File: config.mk
export PLATFORM = sky130hd
export DESIGN_NAME = mat_vec_engine
export DESIGN_NICKNAME = d
export VERILOG_FILES = /design/src/rtl/mve_pkg.sv /design/src/rtl/mac_unit.sv /design/src/rtl/mat_vec_engine.sv
export SDC_FILE = /design/constraint.sdc
export NUM_CORES = 2
export LEC_CHECK = 0
export CORE_MARGIN = 4
export CORE_UTILIZATION = 57
export DETAILED_ROUTE_END_ITERATION = 16
export PLACE_DENSITY = 0.88
export SLEW_MARGIN = 5
export SYNTH_ARGS = -nofsm -noshare
export SYNTH_HDL_FRONTEND = slang
export SYNTH_SLANG_ARGS = --single-unit
export TNS_END_PERCENT = 1
File: constraint.sdc
create_clock -name clk -period 16.98 [get_ports clk]
set_input_delay 3.396 -clock clk [delete_from_list [all_inputs] [get_ports clk]]
set_output_delay 3.396 -clock clk [all_outputs]
set_load 0.02 [all_outputs]
File: src/rtl/mve_pkg.sv
// Shared types and default widths for the matrix-vector engine.
package mve_pkg;

    typedef enum logic [1:0] {
        FILL = 2'd0,
        EXEC = 2'd1,
        DONE = 2'd2
    } state_t;

    localparam int DEF_DATA_W = 8;
    localparam int DEF_DEPTH  = 8;
    localparam int DEF_NUM_CH = 8;

endpackage

File: src/rtl/mac_unit.sv
// One multiply-accumulate lane: registered product, then accumulate.
// Latency: product 1 cycle after en, accumulator updated 1 cycle after that.
// Backpressure: none; en is a single-cycle valid with no stall path.
module mac_unit #(
    parameter int DATA_W = 8,
    parameter int ACC_W  = 19,
    parameter int SIGNED = 0
) (
    input  logic              clk,
    input  logic              rst,
    input  logic              clr,
    input  logic              en,
    input  logic [DATA_W-1:0] a,
    input  logic [DATA_W-1:0] b,
    output logic [ACC_W-1:0]  acc
);
    // One spare bit keeps the unsigned 255*255 case positive in a signed product.
    localparam int PROD_W = 2*DATA_W + 1;
    localparam int SUM_W  = (ACC_W > PROD_W) ? ACC_W : PROD_W;

    logic signed [PROD_W-1:0] a_w;
    logic signed [PROD_W-1:0] b_w;
    logic signed [PROD_W-1:0] prod;
    logic signed [SUM_W-1:0]  prod_wide;
    logic                     prod_vld;

    always_comb begin
        a_w       = (SIGNED != 0) ? PROD_W'($signed(a)) : PROD_W'(a);
        b_w       = (SIGNED != 0) ? PROD_W'($signed(b)) : PROD_W'(b);
        prod_wide = SUM_W'(prod);
    end

    always_ff @(posedge clk or posedge rst) begin
        if (rst) begin
            prod     <= '0;
            prod_vld <= 1'b0;
            acc      <= '0;
        end else if (clr) begin
            prod     <= '0;
            prod_vld <= 1'b0;
            acc      <= '0;
        end else begin
            prod     <= a_w * b_w;
            prod_vld <= en;
            if (prod_vld) begin
                acc <= acc + prod_wide[ACC_W-1:0];
            end
        end
    end

endmodule

File: src/rtl/mat_vec_engine.sv
// NUM_CH x DEPTH matrix-vector multiply: fill row/vector FIFOs, then parallel MAC lanes.
// Latency: EXEC lasts DEPTH+2 cycles after the last FIFO fills; result registered into DONE.
// Backpressure: wr_ready low when not in FILL or target FIFO full; dropped writes set err.
module mat_vec_engine import mve_pkg::*; #(
    parameter int DATA_W = DEF_DATA_W,
    parameter int DEPTH  = DEF_DEPTH,
    parameter int NUM_CH = DEF_NUM_CH,
    parameter int SIGNED = 0,
    parameter int ACC_W  = 2*DATA_W + $clog2(DEPTH)
) (
    input  logic                       clk,
    input  logic                       rst,
    input  logic                       wr_en,
    input  logic [$clog2(NUM_CH+1)-1:0] wr_sel,
    input  logic [DATA_W-1:0]          wr_data,
    input  logic                       start,
    output logic                       wr_ready,
    output logic [1:0]                 state,
    output logic                       done,
    output logic                       err,
    output logic [NUM_CH*ACC_W-1:0]    result
);
    localparam int SEL_W = $clog2(NUM_CH+1);
    localparam int CNT_W = $clog2(DEPTH+1);
    localparam int PTR_W = $clog2(DEPTH);
    localparam int EXC_W = $clog2(DEPTH+2);

    state_t             state_q;
    state_t             state_n;
    logic [CNT_W-1:0]   cnt [NUM_CH+1];
    logic [DATA_W-1:0]  mem [NUM_CH+1][DEPTH];
    logic [PTR_W-1:0]   rd_ptr;
    logic [EXC_W-1:0]   exec_cnt;
    logic [ACC_W-1:0]   acc [NUM_CH];

    logic [CNT_W-1:0]   sel_cnt;
    logic               sel_ok;
    logic               accept;
    logic               all_full;
    logic               pop;
    logic               exec_last;
    logic               restart;

    always_comb begin
        sel_cnt = '0;
        for (int j = 0; j <= NUM_CH; j++) begin
            if (wr_sel == SEL_W'(j)) begin
                sel_cnt = cnt[j];
            end
        end
        all_full = 1'b1;
        for (int j = 0; j <= NUM_CH; j++) begin
            if (cnt[j] != CNT_W'(DEPTH)) begin
                all_full = 1'b0;
            end
        end
        sel_ok    = (wr_sel <= SEL_W'(NUM_CH)) && (sel_cnt < CNT_W'(DEPTH));
        wr_ready  = (state_q == FILL) && sel_ok;
        accept    = wr_en && wr_ready;
        pop       = (state_q == EXEC) && (exec_cnt < EXC_W'(DEPTH));
        exec_last = (state_q == EXEC) && (exec_cnt == EXC_W'(DEPTH+1));
        restart   = (state_q == DONE) && start;
    end

    always_comb begin
        state_n = state_q;
        case (state_q)
            FILL:    if (all_full)  state_n = EXEC;
            EXEC:    if (exec_last) state_n = DONE;
            DONE:    if (start)     state_n = FILL;
            default: state_n = FILL;
        endcase
    end

    always_ff @(posedge clk or posedge rst) begin
        if (rst) begin
            state_q  <= FILL;
            rd_ptr   <= '0;
            exec_cnt <= '0;
            err      <= 1'b0;
            result   <= '0;
            for (int j = 0; j <= NUM_CH; j++) begin
                cnt[j] <= '0;
            end
        end else begin
            state_q  <= state_n;
            exec_cnt <= (state_q == EXEC) ? exec_cnt + 1'b1 : '0;
            if (restart) begin
                rd_ptr <= '0;
                err    <= 1'b0;
                result <= '0;
                for (int j = 0; j <= NUM_CH; j++) begin
                    cnt[j] <= '0;
                end
            end else begin
                if (pop) begin
                    rd_ptr <= rd_ptr + 1'b1;
                end
                if (wr_en && !accept) begin
                    err <= 1'b1;
                end
                for (int j = 0; j <= NUM_CH; j++) begin
                    if (accept && (wr_sel == SEL_W'(j))) begin
                        cnt[j] <= cnt[j] + 1'b1;
                    end
                end
                if (exec_last) begin
                    for (int i = 0; i < NUM_CH; i++) begin
                        result[i*ACC_W +: ACC_W] <= acc[i];
                    end
                end
            end
        end
    end

    // Data storage carries no reset; the write pointer is the FIFO's count.
    always_ff @(posedge clk) begin
        if (accept) begin
            for (int j = 0; j <= NUM_CH; j++) begin
                if (wr_sel == SEL_W'(j)) begin
                    mem[j][cnt[j][PTR_W-1:0]] <= wr_data;
                end
            end
        end
    end

    generate
        for (genvar i = 0; i < NUM_CH; i++) begin : g_lane
            mac_unit #(
                .DATA_W (DATA_W),
                .ACC_W  (ACC_W),
                .SIGNED (SIGNED)
            ) u_mac (
                .clk (clk),
                .rst (rst),
                .clr (restart),
                .en  (pop),
                .a   (mem[i][rd_ptr]),
                .b   (mem[NUM_CH][rd_ptr]),
                .acc (acc[i])
            );
        end
    endgenerate

    assign state = state_q;
    assign done  = (state_q == DONE);

endmodule

Word-level counts from Yosys, hierarchy flattened
Memories as Yosys holds them, arrays and structs flattened. Cells that the tools add are included.

Register bits: 487. RAM bits: 576. Input port bits: 16. Memories: 1. Logic and storage cells: 324.

Reduce and logical (&&, ||, !) cells: 50. Bitwise logic cells: 10. $add $sub $neg: 19. $mul: 8. Magnitude comparators: 22. Multiplexer cells: 160. Equality and inequality tests: 23.

Memories: mem (words 9, bits a word 64, read ports 9, clocked after memory_dff 0, write ports 1, line mat_vec_engine.sv:31) `logic [DATA_W-1:0] mem [NUM_CH+1][DEPTH];`.

Operators by type and width (number): 64-bit two-way mux (25); 64-bit OR reduction (8); 152-bit two-way mux (2); 19-bit two-way mux (16); 8-bit binary-select mux with 3-bit select (9); 8-bit demux with 3-bit select (9); 8-bit two-way mux (27); 19-bit adder (8); 17-bit two-way mux (8); 8-bit by 8-bit multiplier with 16-bit output (8); 4-bit two-way mux (27); 4-bit by 1-bit adder with 4-bit output, second input constant (10); 4-bit >= comparator, second input constant (10); 3-bit inverter with 4-bit output (10); 4-bit by 1-bit < comparator with 1-bit output, second input constant (9); 36-bit two-way mux (1); 4-bit inequality test, second input constant (9); 1-bit two-way mux (30); 2-bit nonzero test (13); 1-bit logical AND (25); 4-bit by 3-bit equality test with 1-bit output, second input constant (4); 4-bit by 2-bit equality test with 1-bit output, second input constant (2); 4-bit equality test, second input constant (2); 4-bit < comparator, second input constant (2); 13 further kinds (18).

Depth between registers and ports, before layout
Depth in word-level cells: 25. Gate-level depth with buffers: 23. Depth with buffers taken out: 19.

Modules after synthesis
Synthesis repeated with hierarchy kept, for this count alone.

Cells, all modules: 5504. Area total of the unflattened synthesis: 64072.7 µm².

By module, submodules not included: mat_vec_engine (area each 30534.3 µm², seq. area each 22251.3 µm², cells each 1871, times used 1); mac_unit (g_lane[0].u_mac ...) (area each 4194.0 µm², seq. area each 900.9 µm², cells each 460, times used 2); mac_unit (g_lane[3].u_mac) (area each 4266.6 µm², seq. area each 900.9 µm², cells each 468, times used 1); mac_unit (g_lane[4].u_mac) (area each 4215.3 µm², seq. area each 900.9 µm², cells each 453, times used 1); mac_unit (g_lane[6].u_mac) (area each 4192.8 µm², seq. area each 900.9 µm², cells each 453, times used 1); mac_unit (g_lane[5].u_mac) (area each 4182.8 µm², seq. area each 900.9 µm², cells each 455, times used 1); mac_unit (g_lane[2].u_mac) (area each 4180.3 µm², seq. area each 900.9 µm², cells each 452, times used 1); mac_unit (g_lane[7].u_mac) (area each 4112.7 µm², seq. area each 900.9 µm², cells each 432, times used 1).

Worst setup path before layout
Ideal clock, no wire load.

Path type: input-to-output. Start: input wr_sel[1]. End: output wr_ready. Arrival: 4.377 ns. Data required time: 13.584 ns. Stages: 6. Slack: 9.207 ns. Cells stage by stage: buf_6 nor2b_1 a22o_1 a221oi_2 o21ai_2 inv_1.

Cells in the longest elaborated chain, start to end: 13.

RTL lines: from (decl) (line mat_vec_engine.sv:14) `input logic [$clog2(NUM_CH+1)-1:0] wr_sel,`; 4-bit zero test (line mat_vec_engine.sv:47) `if (wr_sel == SEL_W'(j)) begin`; 4-bit two-way mux (9 in series) (line mat_vec_engine.sv:47); 4-bit < comparator (line mat_vec_engine.sv:57) `sel_ok = (wr_sel <= SEL_W'(NUM_CH)) && (sel_cnt < CNT_W'(DEPTH));`; 1-bit logical AND * (line mat_vec_engine.sv:57); 1-bit logical AND * (line mat_vec_engine.sv:58) `wr_ready = (state_q == FILL) && sel_ok;`; to (decl) (line mat_vec_engine.sv:17) `output logic wr_ready,`.

Every way passes the cells marked *; elsewhere a longest branch is shown, timed or not.

Final worst setup path
Ends and elaborated chain as after synthesis.

==> results.toml <==
[timing]
skew_ns = 0.06116
slew_headroom_pct = 18.07
setup_ws_ns = 7.168
finalCritPeriodShare_pct = 57.79
timing.final.crit_period_ns = 9.812
drv_slew = 0
rsz0062_at_grt = "no"
finalHoldViolCount = 0
setup_tns_ns = 0
finalSetupViolCount = 0
worst_pin_slew_ns = 1.195
fmax_mhz = 101.9

[yosys]
synth_edf_count = 576
synth_top_area_share_pct = 28.22
synth_cells = 5339
yosysSeqAreaShare_pct = 47.77
syn_avg_cell_area_sq_um = 11.48
syn_area_sq_mm = 0.06130
synth_area_leaders = "edfxtp_1, dfrtp_1, fa_1"
yosysMostFrequentCell = "nor2_1"
async_reset_ff_share_pct = 45.40
postSynthRegisterBits = 1055
yosys_warnings = 0
yosysUniqueCellTypes = 74
syn_nets = 6088
yosysTopAreaCell = "edfxtp_1"
synth_flop_cell = "edfxtp_1"
netlist_top_cells_count = "nor2_1, edfxtp_1, dfrtp_1"

[global_route]
grt_pass1_wl_um = 244100
track_usage_pct = 27.44
antenna_found_initial = 10
grt_pass1_vias = 44240
grt_overflow_total = 0
grt_max_degree = 256

[status]
outcome = "finished clean"

[final_layout]
drive_above_1_share_pct = 9.158
area_growth_pct = 10.66
fill_cells = 7138
nets = 6190

[critical_path]
r2r-start = "rd_ptr[0]$_DFFE_PP0P_"
path_max_fanout = 17
crit_end = "wr_ready"
worstSetupEndpointType = "output port"
rrSetupSlack_ns = 8.48
r2r_end = "g_lane[6].u_mac.prod[15]$_DFF_PP0_"
worst_setup_path_start_kind = "input pin"
r2r_cells = 19
crit_start = "wr_sel[1]"
crit_chain = "clkdlybuf4s50_1 > nor2b_1 > a22o_1 > a221oi_2 > o21ai_2 > inv_1 > clkdlybuf4s50_1"
worstPathRequired_ns = 13.58
critPathKind = "input pin to output port"
critPathSlowestCell = "clkdlybuf4s50_1"
critPathMostFrequentCell = "clkdlybuf4s50_1"
slowest_delay_ns = 0.89
worst_ep_arrival_time_ns = 6.42

[min_path]
hp-class = "flip-flop to flip-flop"
hp-start = "g_lane[2].u_mac.acc[18]$_DFFE_PP0P_"

[detailed_routing]
vias = 42930
highest_layer = "met5"
drc = 0
wirelength_um = 153400
wl_met1_um = 55650
postRouteAntennaNets = 0
first_iter_violations = 4745
vias_per_cell = 6.191
dr_wl_met3_um = 15450
wl_per_cell_um = 22.12
first_pass_iters = 8
wl_met2_um = 73980

[place]
numPortBuffers = 172
post-place-ws_ns = 7.206
place_congestion = 0.8696
dp_hpwl_um = 94960

[cts]
htree_levels = 3
tritoncts = "done"
postCtsSetupBuffers = 0
cts_resized = 0
cts_buffer_depth = 3
cts_hold_buf = 0
clk_pin_slew_worst_paths_ns = 0.06
clock_latency_ns = 0.71
cts_sinks = 1055
cts_buffers = 100
cts_root_buf = "clkbuf_16"

[floorplan]
dieHeight_um = 335.9
start_util_pct = 57.34
io-pin-count = 173
dieWidth_um = 335.9
core_area_sq_mm = 0.1069
rows = 120
die_area_sq_mm = 0.1129

[power]
p_total_mw = 5.277
p_leak_nw = 28.45
powerDensity_mw_per_mm2 = 77.79
ir_drop_mv = 0.06626

[job]
cap_violations = 0
-- worst min path at each step --
stage / end / cells past startpoint
final: result[56]$_DFFE_PP0P_ / 2
after detailed placement: exec_cnt[0]$_DFF_PP0_ / 1
after global routing: result[56]$_DFFE_PP0P_ / 2
after CTS: result[56]$_DFFE_PP0P_ / 2
after global placement: exec_cnt[0]$_DFF_PP0_ / 1
after floorplan: result[132]$_DFFE_PP0P_ / 2
-- final cells by class --
type	count	area, sq um	share of cell area, %
multi-input cells	3608	29560	43.58
flip-flops and latches	1055	29300	43.19
clock buffers	124	2714	4.001
repair buffers	220	2079	3.065
well taps	1403	1755	2.588
inverters	456	1719	2.534
clock inverters	62	695.7	1.025
diodes	6	15.01	0.02213
-- metrics by stage --
stage | cell area [sq um] | utilization, % | hold WS (ns) | cells
floorplan | 61300 | - | 0.4586 | 5339
global placement | 64400 | 60.24 | 0.4832 | 6742
detailed placement | 64400 | 60.24 | 0.4976 | 6742
CTS | 67810 | 63.43 | 0.5140 | 6928
global route | 67830 | 63.45 | 0.5346 | 6929
finish | 67840 | 63.46 | 0.5080 | 6934
-- layout by cell type, fill, tap and decap left out, drive strengths merged, types with 9 or more instances in the layout --
cell | synthesis | routed
a2111oi | 11 | 11
a211oi | 42 | 42
a21boi | 9 | 9
a21o | 82 | 82
a21oi | 165 | 165
a31oi | 10 | 10
and2 | 37 | 37
and3 | 17 | 17
buf | 48 | 56
clkbuf | 172 | 124
clkdlybuf4s50 | 0 | 164
clkinv | 0 | 41
dfrtp | 479 | 479
edfxtp | 576 | 576
fa | 296 | 296
ha | 437 | 437
inv | 456 | 461
mux2i | 128 | 128
mux4 | 144 | 144
nand2 | 445 | 445
nand2b | 29 | 29
nand3 | 72 | 72
nand4 | 23 | 23
nor2 | 791 | 791
nor2b | 33 | 33
nor3 | 68 | 68
o211ai | 9 | 9
o21a | 55 | 55
o21ai | 296 | 296
o41ai | 9 | 9
or2 | 100 | 100
or3 | 11 | 11
xnor2 | 114 | 114
xor2 | 87 | 87
-- routing by layer --
metal	vias to the layer above	global-route usage, %
met5	-	0
met4	6	13.39
met3	670	5.884
met2	2692	45.42
met1	20990	34.62
li1	18570	-
-- critical path, delay by kind of cell --
family          cells  cell delay, ns
buf+inv             3            1.54
compound gates      3            0.72
simple gates        1            0.76
-- cells by family after synthesis --
logic type	after synthesis	share of synthesized area [%]
buffers and inverters	676	4.233
muxes	274	7.417
DFF	1055	47.77
AOI/OAI and AO/OA	745	7.378
xor gates and xnor gates	201	2.872
and+or+nand+nor	1655	11.74
adders and majority gates	733	18.59
-- power breakdown --
| group | switching (mW) | total (mW) | internal, mW | leakage (nW) |
|---|---|---|---|---|
| clock | 1.03 | 2.31 | 1.28 | 1.65 |
| combinational | 0.135 | 0.192 | 0.0573 | 16.6 |
| sequential | 0.0436 | 2.77 | 2.73 | 10.2 |
| total | 1.21 | 5.28 | 4.06 | 28.5 |
-- registers in the layout (all words and copies together) (netlist names) --
name	cells
err	1
cnt	36
rd_ptr	3
state	2
g_lane.u_mac.acc	152
exec_cnt	4
g_lane.u_mac.prod_vld	1
mem	576
g_lane.u_mac.prod	128
result	152
Note: power is estimated with default switching activity, not from simulation.
